===== config.mk =====
export PLATFORM = sky130hd
export DESIGN_NAME = gs232c_brq
export DESIGN_NICKNAME = d
export VERILOG_FILES = /design/src/rtl/gs232c_bp_pkg.sv /design/src/rtl/gs232c_brq_fifo.sv /design/src/rtl/gs232c_brq.sv
export SDC_FILE = /design/constraint.sdc
export NUM_CORES = 1
export LEC_CHECK = 0
export ABC_AREA = 1
export ABC_CLOCK_PERIOD_IN_PS = 9100
export BUFFER_PORTS_ARGS = -buffer_cell sky130_fd_sc_hd__buf_2
export CORE_ASPECT_RATIO = 0.5
export CORE_MARGIN = 5
export CORE_UTILIZATION = 45
export DETAILED_ROUTE_END_ITERATION = 8
export PLACE_DENSITY_LB_ADDON = 0.15
export SLEW_MARGIN = 15
export SYNTH_ARGS = -nofsm -noshare
export SYNTH_HDL_FRONTEND = slang
export SYNTH_HIERARCHICAL = 1
export SYNTH_SLANG_ARGS = --single-unit

===== constraint.sdc =====
create_clock -name clock -period 9.1 [get_ports clock]
set_input_delay 0.455 -clock clock [delete_from_list [all_inputs] [get_ports clock]]
set_output_delay 0.455 -clock clock [all_outputs]
set_load 0.02 [all_outputs]

===== src/rtl/gs232c_bp_pkg.sv =====
// Shared branch-predictor definitions: hint field layout, FSM encoding,
// queue entry format and the static taken prediction.
package gs232c_bp_pkg;

   localparam int unsigned HintValidBit = 0;
   localparam int unsigned HintCntLsb   = 1;
   localparam int unsigned HintCntMsb   = 2;
   localparam int unsigned HintIdxLsb   = 3;
   localparam int unsigned HintIdxMsb   = 5;
   localparam int unsigned HintBropsLsb = 6;
   localparam int unsigned HintBropsMsb = 9;
   localparam int unsigned HintJrraBit  = 10;
   localparam int unsigned HintLinkBit  = 11;
   localparam int unsigned HintDofsLsb  = 12;
   localparam int unsigned HintDofsMsb  = 13;
   localparam int unsigned HintJropBit  = 14;
   localparam int unsigned HintBropBit  = 15;

   localparam int unsigned EntryW = 80;

   typedef enum logic [0:0] {
      StInit = 1'b0,
      StRun  = 1'b1
   } bp_state_e;

   typedef struct packed {
      logic [31:0] pc;
      logic [15:0] hint;
      logic [31:0] target;
   } brq_entry_t;

   // Conditional branches use the counter MSB; anything else with a valid hint is taken.
   function automatic logic pred_taken(input logic [15:0] hint);
      return hint[HintValidBit] && (!hint[HintBropBit] || hint[HintCntMsb]);
   endfunction

endpackage


===== src/rtl/gs232c_brq_fifo.sv =====
// Branch resolve queue storage: circular buffer with synchronous flush.
module gs232c_brq_fifo #(
   parameter int unsigned DEPTH = 4,
   parameter int unsigned WIDTH = 80
) (
   input  logic             clock,
   input  logic             reset,
   input  logic             flush_i,
   input  logic             push_i,
   input  logic [WIDTH-1:0] wdata_i,
   input  logic             pop_i,
   output logic [WIDTH-1:0] rdata_o,
   output logic             full_o,
   output logic             empty_o
);

   localparam int unsigned PtrW = (DEPTH > 1) ? $clog2(DEPTH) : 1;
   localparam int unsigned CntW = PtrW + 1;

   logic [WIDTH-1:0] mem_q [DEPTH];
   logic [PtrW-1:0]  wr_ptr_q, wr_ptr_d;
   logic [PtrW-1:0]  rd_ptr_q, rd_ptr_d;
   logic [CntW-1:0]  count_q, count_d;
   logic             do_push, do_pop;

   assign full_o  = (count_q == CntW'(DEPTH));
   assign empty_o = (count_q == '0);
   assign rdata_o = mem_q[rd_ptr_q];

   // Flush wins over both operations; the popped head is still read out this cycle.
   assign do_push = push_i && !full_o && !flush_i;
   assign do_pop  = pop_i && !empty_o && !flush_i;

   always_comb begin
      wr_ptr_d = wr_ptr_q;
      rd_ptr_d = rd_ptr_q;
      count_d  = count_q;
      if (flush_i) begin
         wr_ptr_d = '0;
         rd_ptr_d = '0;
         count_d  = '0;
      end else begin
         if (do_push) begin
            wr_ptr_d = wr_ptr_q + 1'b1;
         end
         if (do_pop) begin
            rd_ptr_d = rd_ptr_q + 1'b1;
         end
         unique case ({do_push, do_pop})
            2'b10:   count_d = count_q + 1'b1;
            2'b01:   count_d = count_q - 1'b1;
            default: count_d = count_q;
         endcase
      end
   end

   always_ff @(posedge clock or posedge reset) begin
      if (reset) begin
         wr_ptr_q <= '0;
         rd_ptr_q <= '0;
         count_q  <= '0;
      end else begin
         wr_ptr_q <= wr_ptr_d;
         rd_ptr_q <= rd_ptr_d;
         count_q  <= count_d;
      end
   end

   always_ff @(posedge clock) begin
      if (do_push) begin
         mem_q[wr_ptr_q] <= wdata_i;
      end
   end

endmodule


===== src/rtl/gs232c_brq.sv =====
// Branch resolve queue: holds predicted fetch groups until resolution, compares
// prediction against outcome and emits predictor update / mispredict pulses.
module gs232c_brq
   import gs232c_bp_pkg::*;
#(
   parameter int unsigned DEPTH  = 4,
   parameter int unsigned INIT_N = 256
) (
   input  logic        clock,
   input  logic        reset,
   input  logic        fe_valid,
   input  logic [31:0] fe_pc,
   input  logic [15:0] fe_hint,
   input  logic [31:0] fe_target,
   output logic        fe_ready,
   input  logic        iq_cancel,
   input  logic        rs_valid,
   input  logic        rs_brop,
   input  logic        rs_jrop,
   input  logic        rs_taken,
   input  logic [31:0] rs_target,
   input  logic [3:0]  rs_brops_raw,
   input  logic [1:0]  rs_dofs,
   input  logic        rs_link,
   input  logic        rs_jrra,
   input  logic [29:0] rs_link_pc,
   output logic        pr_valid,
   output logic        pr_cancel,
   output logic        pr_taken,
   output logic [3:0]  pr_takens,
   output logic [31:0] pr_pc,
   output logic [29:0] pr_base,
   output logic [15:0] pr_hint,
   output logic [31:0] pr_target,
   output logic        pr_brop,
   output logic        pr_jrop,
   output logic        pr_jrra,
   output logic        pr_link,
   output logic [29:0] pr_link_pc,
   output logic [1:0]  pr_dofs,
   output logic [3:0]  pr_brops,
   output logic [3:0]  pr_brops_raw,
   output logic        raminit_valid,
   output logic [7:0]  raminit_index
);

   localparam int unsigned CntW = (INIT_N > 1) ? $clog2(INIT_N) : 1;

   bp_state_e       state_q, state_d;
   logic [CntW-1:0] init_cnt_q, init_cnt_d;
   logic            init_last;

   logic            fifo_full, fifo_empty;
   logic [EntryW-1:0] fifo_rdata;
   brq_entry_t      head;
   brq_entry_t      fe_entry;
   logic            head_pred_taken;
   logic            mispredict;
   logic            pop, push, flush;

   // ---------------------------------------------------------------- init FSM
   assign init_last = (init_cnt_q == CntW'(INIT_N - 1));

   always_ff @(posedge clock or posedge reset) begin
      if (reset) begin
         state_q    <= StInit;
         init_cnt_q <= '0;
      end else begin
         state_q    <= state_d;
         init_cnt_q <= init_cnt_d;
      end
   end

   always_comb begin
      state_d    = state_q;
      init_cnt_d = '0;
      unique case (state_q)
         StInit: begin
            if (init_last) begin
               state_d = StRun;
            end else begin
               init_cnt_d = init_cnt_q + 1'b1;
            end
         end
         StRun: state_d = StRun;
      endcase
   end

   always_comb begin
      raminit_valid = 1'b0;
      raminit_index = '0;
      fe_ready      = 1'b0;
      unique case (state_q)
         StInit: begin
            // Held low during reset so the sweep reads as starting on release.
            raminit_valid = !reset;
            raminit_index = 8'(init_cnt_q);
         end
         StRun: fe_ready = !fifo_full;
      endcase
   end

   // ---------------------------------------------------------------- queue
   assign fe_entry = '{pc: fe_pc, hint: fe_hint, target: fe_target};
   assign head     = brq_entry_t'(fifo_rdata);

   assign head_pred_taken = pred_taken(head.hint);
   assign mispredict = (head_pred_taken != rs_taken) ||
                       (head_pred_taken && rs_taken && (head.target != rs_target));

   assign pop   = rs_valid && !fifo_empty;
   assign flush = iq_cancel || (pop && mispredict);
   assign push  = fe_valid && fe_ready && !flush;

   gs232c_brq_fifo #(
      .DEPTH (DEPTH),
      .WIDTH (EntryW)
   ) u_fifo (
      .clock   (clock),
      .reset   (reset),
      .flush_i (flush),
      .push_i  (push),
      .wdata_i (fe_entry),
      .pop_i   (pop),
      .rdata_o (fifo_rdata),
      .full_o  (fifo_full),
      .empty_o (fifo_empty)
   );

   // ---------------------------------------------------------------- update outputs
   always_ff @(posedge clock or posedge reset) begin
      if (reset) begin
         pr_valid     <= 1'b0;
         pr_cancel    <= 1'b0;
         pr_taken     <= 1'b0;
         pr_takens    <= '0;
         pr_pc        <= '0;
         pr_base      <= '0;
         pr_hint      <= '0;
         pr_target    <= '0;
         pr_brop      <= 1'b0;
         pr_jrop      <= 1'b0;
         pr_jrra      <= 1'b0;
         pr_link      <= 1'b0;
         pr_link_pc   <= '0;
         pr_dofs      <= '0;
         pr_brops     <= '0;
         pr_brops_raw <= '0;
      end else begin
         pr_valid  <= pop;
         pr_cancel <= pop && mispredict;
         if (pop) begin
            pr_taken     <= rs_taken;
            pr_takens    <= rs_taken ? (4'b0001 << rs_dofs) : 4'b0000;
            pr_pc        <= head.pc;
            pr_base      <= head.pc[31:2];
            pr_hint      <= head.hint;
            pr_target    <= rs_target;
            pr_brop      <= rs_brop;
            pr_jrop      <= rs_jrop;
            pr_jrra      <= rs_jrra;
            pr_link      <= rs_link;
            pr_link_pc   <= rs_link_pc;
            pr_dofs      <= rs_dofs;
            pr_brops     <= rs_brops_raw;
            pr_brops_raw <= rs_brops_raw;
         end
      end
   end

endmodule


==> results of run 1 <==
[kinds of logic after synthesis]
| group | Yosys count | share of synthesized area |
|---|---|---|
| adder cells (fa/ha/maj) | 7 | 0.00520 |
| AO/OA/AOI/OAI | 270 | 0.0802 |
| flip-flops | 463 | 0.721 |
| buffers and inverters | 169 | 0.0475 |
| AND/OR/NAND/NOR | 626 | 0.133 |
| XOR/XNOR | 26 | 0.0125 |
[area by class of cell]
type	count	area, sq um	area share
sequential	463	13200	0.614
multi-input combinational	929	4260	0.198
timing repair buffer	344	1760	0.0820
clock buffer	56	1210	0.0562
tap	540	676	0.0314
inverter	55	221	0.0103
clock inverter	22	173	0.00803
antenna	2	5.00	0.000233
[stage by stage]
step	setup slack [ps]	hold WS, ps
3_3_place_gp	3440	448
4_1_cts	3370	79.2
2_1_floorplan	3150	258
5_1_grt	2920	89.9
6_report	3470	103
3_5_place_dp	3380	453
[power groups by stage]
| stage | clock [uW] | combinational (uW) | sequential (uW) |
|---|---|---|---|
| after floorplan | 0 | 935 | 3060 |
| after global placement | 0 | 1740 | 2760 |
| final | 1770 | 1720 | 2720 |
| after detailed placement | 0 | 1760 | 2760 |
| after CTS | 1820 | 1760 | 2720 |
| after global routing | 1920 | 1910 | 2760 |
[registers in the layout (all words and copies together) (netlist names)]
| name | cells |
|---|---|
| pr_dofs | 2 |
| pr_pc | 32 |
| pr_brop | 1 |
| pr_brops | 4 |
| pr_takens | 4 |
| u_fifo/wr_ptr_q | 2 |
| pr_link | 1 |
| pr_link_pc | 30 |
| pr_target | 32 |
| u_fifo/rd_ptr_q | 2 |
| state_q | 1 |
| pr_hint | 16 |
| init_cnt_q | 8 |
| pr_jrop | 1 |
| pr_valid | 1 |
| u_fifo/mem_q | 320 |
| pr_taken | 1 |
| pr_cancel | 1 |
| u_fifo/count_q | 3 |
| pr_jrra | 1 |
[metal layers]
metal	wire length, microns	share of wire	vias up	track usage
li1	-	-	5844	-
met1	18200	0.43	5844	0.250
met2	21700	0.51	221	0.325
met3	1880	0.044	58	0.0339
met4	739	0.017	4	0.0368
met5	21	0.00049	-	0
[how the worst max path moves through the flow]
stage / start / end / cells past startpoint
6_report: u_fifo/rd_ptr_q[0] / u_fifo/mem_q[2][21] / 19
3_3_place_gp: u_fifo/rd_ptr_q[0] / u_fifo/mem_q[2][14] / 19
4_1_cts: u_fifo/rd_ptr_q[0] / u_fifo/mem_q[2][30] / 19
2_1_floorplan: u_fifo/rd_ptr_q[0] / u_fifo/mem_q[0][0] / 19
3_5_place_dp: u_fifo/rd_ptr_q[0] / u_fifo/mem_q[2][26] / 19
5_1_grt: u_fifo/rd_ptr_q[0] / u_fifo/mem_q[2][21] / 19
[placed cells by master, fill, tap and decap left out, types with 3 or more instances in the layout]
master       n
nor2_4       6
nand2_2     10
nand3_1      5
clkbuf_16   45
xnor2_1     24
inv_1       47
buf_4       15
bufinv_16    3
o21ai_0    159
clkbuf_8     4
ha_1         6
edfxtp_1   320
clkbuf_1     7
clkinv_1    12
a21oi_1      4
nor2_1     185
clkinv_2     6
nand2_1    410
o22ai_1     80
dfrtp_1    141
buf_2      328
nor2_2       3
inv_2        4
o21ai_1     22
[worst max-delay path, cell delays in order (launching register included)]
cell and delay, ps:
dfrtp_4 740, inv_4 730, buf_4 740, nor2_1 90, o22ai_1 230, nand2_1 80
nand2_1 60, nand2_1 50, nor2_1 90, nand2_1 50, nor2_1 100, nand2_1 50
nand2_1 70, nand2_1 70, nand2_1 90, nand2_2 90, nor2_1 190, nand3_2 280
nor2_4 410, buf_4 860
[what timing repair did]
item                                    CTS  global route
endpoints found under the setup margin    0             0
hold buffers                              1             0
hold endpoints to repair                  7             0
==> results.ini, run 1 <==
[run_status]
outcome = finished clean

[layout]
finalNonFillerCells = 2411
fin_util = 0.534
n_fill_cell = 3549
nets = 2000
syn2layout_area_growth_pct = 17.6
fin_area_sq_mm = 0.0215
drive_gt1_frac = 0.234

[yosys]
synth_nets = 1726
synth_edf_count = 320
synth_warnings = 6
seq_area_frac_synth = 0.721
synth_most_common_cell = nand2_1
avgSynthCellArea_sq_um = 11.7
synthArstFlopShare = 0.309
yosys-top-cells-area = edfxtp_1 (53%), dfrtp_1 (20%), nand2_1 (8.4%)
yosys-top-cells-count = nand2_1 (410), edfxtp_1 (320), nor2_1 (189), o21ai_0 (159), dfrtp_1 (143)
synthFlopType = edfxtp_1
syn_area_sq_mm = 0.0183
synth_cells = 1561
synth_top_cell_by_area = edfxtp_1
ys_ff_latch = 463
synth_top_area_share = 0.526
ys_types = 34

[cts]
clock_sinks = 463
cts_max_level = 2
cts_resized = 0
cts_tree = done
root_buffer = clkbuf_16
cts_setup_buffers = 0
cts_buffer_depth = 3
clock_latency_ps = 550
cts.reportedPaths.clkPinSlew_ps = 60
cts_buffers = 42

[power_and_ir_drop]
combPwrFrac = 0.277
power.switching_uw = 2140
p_per_area_mw_per_mm2 = 289
switching_share = 0.344
seqPwrFrac = 0.437
p_clk_frac = 0.285
power_uw = 6220
leakage_uw = 0.00911
max-vdd-ir-drop_mv = 0.147
p_int_uw = 4080

[setup_path]
arrival_ps = 5790
startpoint_type = flip-flop
required_ps = 9250
r2r_cells = 19
worstSetupPathType = flip-flop to flip-flop
cp_max_fo = 90
rrSetupSlack_ps = 3470
r2r-end = u_fifo/mem_q[2][21]
r2r_start = u_fifo/rd_ptr_q[0]
crit_path_end_kind = flip-flop

[global_route]
grt_usage = 0.187
antenna_found_initial = 4
grt_pass1_wl_mm = 67.0
overflow = 0
grt_max_degree = 97
grt_pass1_vias = 11600

[die]
die_h_microns = 153
fp.dieW_microns = 295
placementRows = 52
core_sq_mm = 0.0403
ios = 329
die_area_sq_mm = 0.0450
floorplan.initialDensity = 0.454

[timing]
hold_viol = 0
final.period_utilization = 0.619
finalSetupViolations = 0
fin_skew_ps = 19.7
tns_ps = 0
maxSlewHeadroom = 0.269
fin_crit_ps = 5630
tightest_slew_ps = 1100
rsz0062_at_grt = false
fmax_mhz = 177
drv_slew = 0

[routing]
drtIter0Drc = 771
vias = 12000
remaining_drc_errors = 0
first_pass_iters = 5
routed_wl_mm = 42.5
ant_nets = 0
via_per_inst = 4.97
avgRoutedWirePerCell_microns = 17.6

[placed_design]
placed_area_sq_mm = 0.0201
place_inst = 2330
portBuffers = 328
place.gp.congestion = 0.755
place_hpwl_mm = 25.4

[worst_hold_path]
hold_path_class = primary input to flip-flop
hp-start = rs_jrra
hold_end = pr_jrra
hold_depth = 3

[job]
max_cap_violations = 0

No activity file was read; power rests on OpenSTA's default activity.
==> run 2, diff against run 1 <==
Settings changed: ABC_CLOCK_PERIOD_IN_PS 9100 to 5000.
Clock period 9.1 ns to 5 ns, I/O delays scaled along.
==> results.ini, run 2 (synthesis results as in run 1) <==
[power_and_ir_drop]
seqPwrFrac = 0.428
leakage_uw = 0.00979
switching_share = 0.344
max-vdd-ir-drop_mv = 0.254
p_per_area_mw_per_mm2 = 497
combPwrFrac = 0.287
p_int_uw = 7520
p_clk_frac = 0.285
power.switching_uw = 3950

[cts]
cts_setup_buffers = 0
cts_buffer_depth = 3
cts_tree = done
hold_buffers = 149
cts_resized = 0
root_buffer = clkbuf_16
clock_sinks = 463
clock_latency_ps = 550
cts_buffers = 43
cts.reportedPaths.clkPinSlew_ps = 70
cts_max_level = 2

[setup_path]
worstSetupPathType = flip-flop to flip-flop
crit_chain = clkinv_4, buf_4, o21ai_0, o22ai_1, inv_1, a21oi_1, ha_1, inv_1, nand2_1, nand2_1, nand2_2, nor2_1, nand3_2, nor2_4, buf_4
r2r-end = u_fifo/mem_q[0][78]
cp-startpoint = u_fifo/rd_ptr_q[1]
critPathCapture = u_fifo/mem_q[0][78]
crit_path_end_kind = flip-flop
path_buf_inv = 5
startpoint_type = flip-flop
critPathSlowestCell = dfrtp_2
r2r_start = u_fifo/rd_ptr_q[1]
r2r_cells = 15
arrival_ps = 4200
cp.depth = 15
cp_max_fo = 49
rrSetupSlack_ps = 970
required_ps = 5180
crit_family = buffers and inverters
slowest_delay_ps = 620

[timing]
fin_crit_ps = 4030
fin_skew_ps = 21.2
rsz0062_at_grt = false
drv_slew = 0
tns_ps = 0
tightest_slew_ps = 1000
hold_viol = 0
fmax_mhz = 248
maxSlewHeadroom = 0.334
final.period_utilization = 0.805
finalSetupViolations = 0
hold_slack_ps = 24.5

[routing]
drtIter0Drc = 874
avgRoutedWirePerCell_microns = 17.3
vias = 12500
first_pass_iters = 5
routed_wl_mm = 44.3
ant_nets = 0
remaining_drc_errors = 0
via_per_inst = 4.88

[die]
placementRows = 52
ios = 329
core_sq_mm = 0.0403
fp.dieW_microns = 295
die_area_sq_mm = 0.0450
die_h_microns = 153
floorplan.initialDensity = 0.454

[layout]
max_flop_register = u_fifo/mem_q
mostFrequentLayoutCell = nand2_1
final_cell_mix = nand2_1 (410), buf_2 (328), edfxtp_1 (320)
reg_top3 = u_fifo/mem_q (320), pr_pc (32), pr_target (32)
n_fill_cell = 3333
drive_gt1_frac = 0.221
fin_area_sq_mm = 0.0231
nets = 2155
fin_util = 0.573
syn2layout_area_growth_pct = 26.3
regArea_sq_mm = 0.0132
largest_register_ffs = 320
multiInputGateArea_sq_mm = 0.00426

[global_route]
grt_usage = 0.194
overflow = 0
antenna_found_initial = 3
grt_max_degree = 94
grt_pass1_vias = 12700
grt_pass1_wl_mm = 70.1

[run_status]
outcome = finished clean

[job]
max_cap_violations = 0

[placed_design]
place_hpwl_mm = 26.6
portBuffers = 328
placed_area_sq_mm = 0.0202
place.gp.congestion = 0.761

[worst_hold_path]
hold_path_class = primary input to flip-flop

-- run 2: changes by cell type in the layout (fill, tap and decap cells not counted), sizes merged --
| cell | previous run | this run |
|---|---|---|
| buf | 343 | 349 |
| dlygate4sd3 | 1 | 149 |
| diode | 2 | 3 |
| clkinv | 19 | 21 |
| clkinvlp | 1 | 0 |
| bufinv | 3 | 4 |
| clkbuf | 56 | 55 |
-- run 2: how the worst min path moves through the flow --
stage / cells past startpoint / to / start / slack (ps)
2_1_floorplan: 1 / u_fifo/count_q[0] / reset / 50
3_3_place_gp: 2 / u_fifo/count_q[0] / reset / 330
3_5_place_dp: 2 / u_fifo/count_q[0] / reset / 330
4_1_cts: 3 / pr_target[28] / rs_target[28] / 4
5_1_grt: 3 / pr_target[21] / rs_target[21] / 30
6_report: 3 / pr_target[28] / rs_target[28] / 20
-- run 2: final cells by class --
cell class | count | area share
Clock inverter | 24 | 0.00916
Tap cell | 540 | 0.0293
Inverter | 55 | 0.00959
Multi-Input combinational cell | 929 | 0.185
Timing Repair Buffer | 498 | 0.145
Antenna cell | 3 | 0.000325
Sequential cell | 463 | 0.571
Clock buffer | 55 | 0.0508
-- run 2: power by group through the flow --
stage	Clock (uW)	Sequential (uW)	Combinational, uW
after global routing	3510	4980	3640
after detailed placement	0	4990	3240
after CTS	3350	4920	3340
after global placement	0	4980	3200
after floorplan	0	5580	1700
final	3260	4910	3290
-- run 2: stage by stage --
step,cells,worst slack [ps],power [uW]
floorplan,1561,-949,7280
global placement,2336,1000,8180
detailed placement,2336,929,8230
CTS,2564,922,11600
global route,2567,633,12100
finish,2567,973,11500
-- run 2: layer usage --
metal | global-route usage | vias up | wire length [microns]
met5 | 0 | - | 0
met4 | 0.0502 | 0 | 962
met3 | 0.0300 | 69 | 1700
met2 | 0.343 | 231 | 22900
met1 | 0.253 | 6076 | 18800
li1 | - | 6142 | -
-- run 2: worst register-to-register path, stage by stage, from the launching register on --
cell,delay (ps)
dfrtp_2,620
clkinv_4,330
buf_4,510
o21ai_0,190
o22ai_1,140
inv_1,70
a21oi_1,140
ha_1,250
inv_1,50
nand2_1,60
nand2_1,90
nand2_2,90
nor2_1,190
nand3_2,280
nor2_4,200
buf_4,440
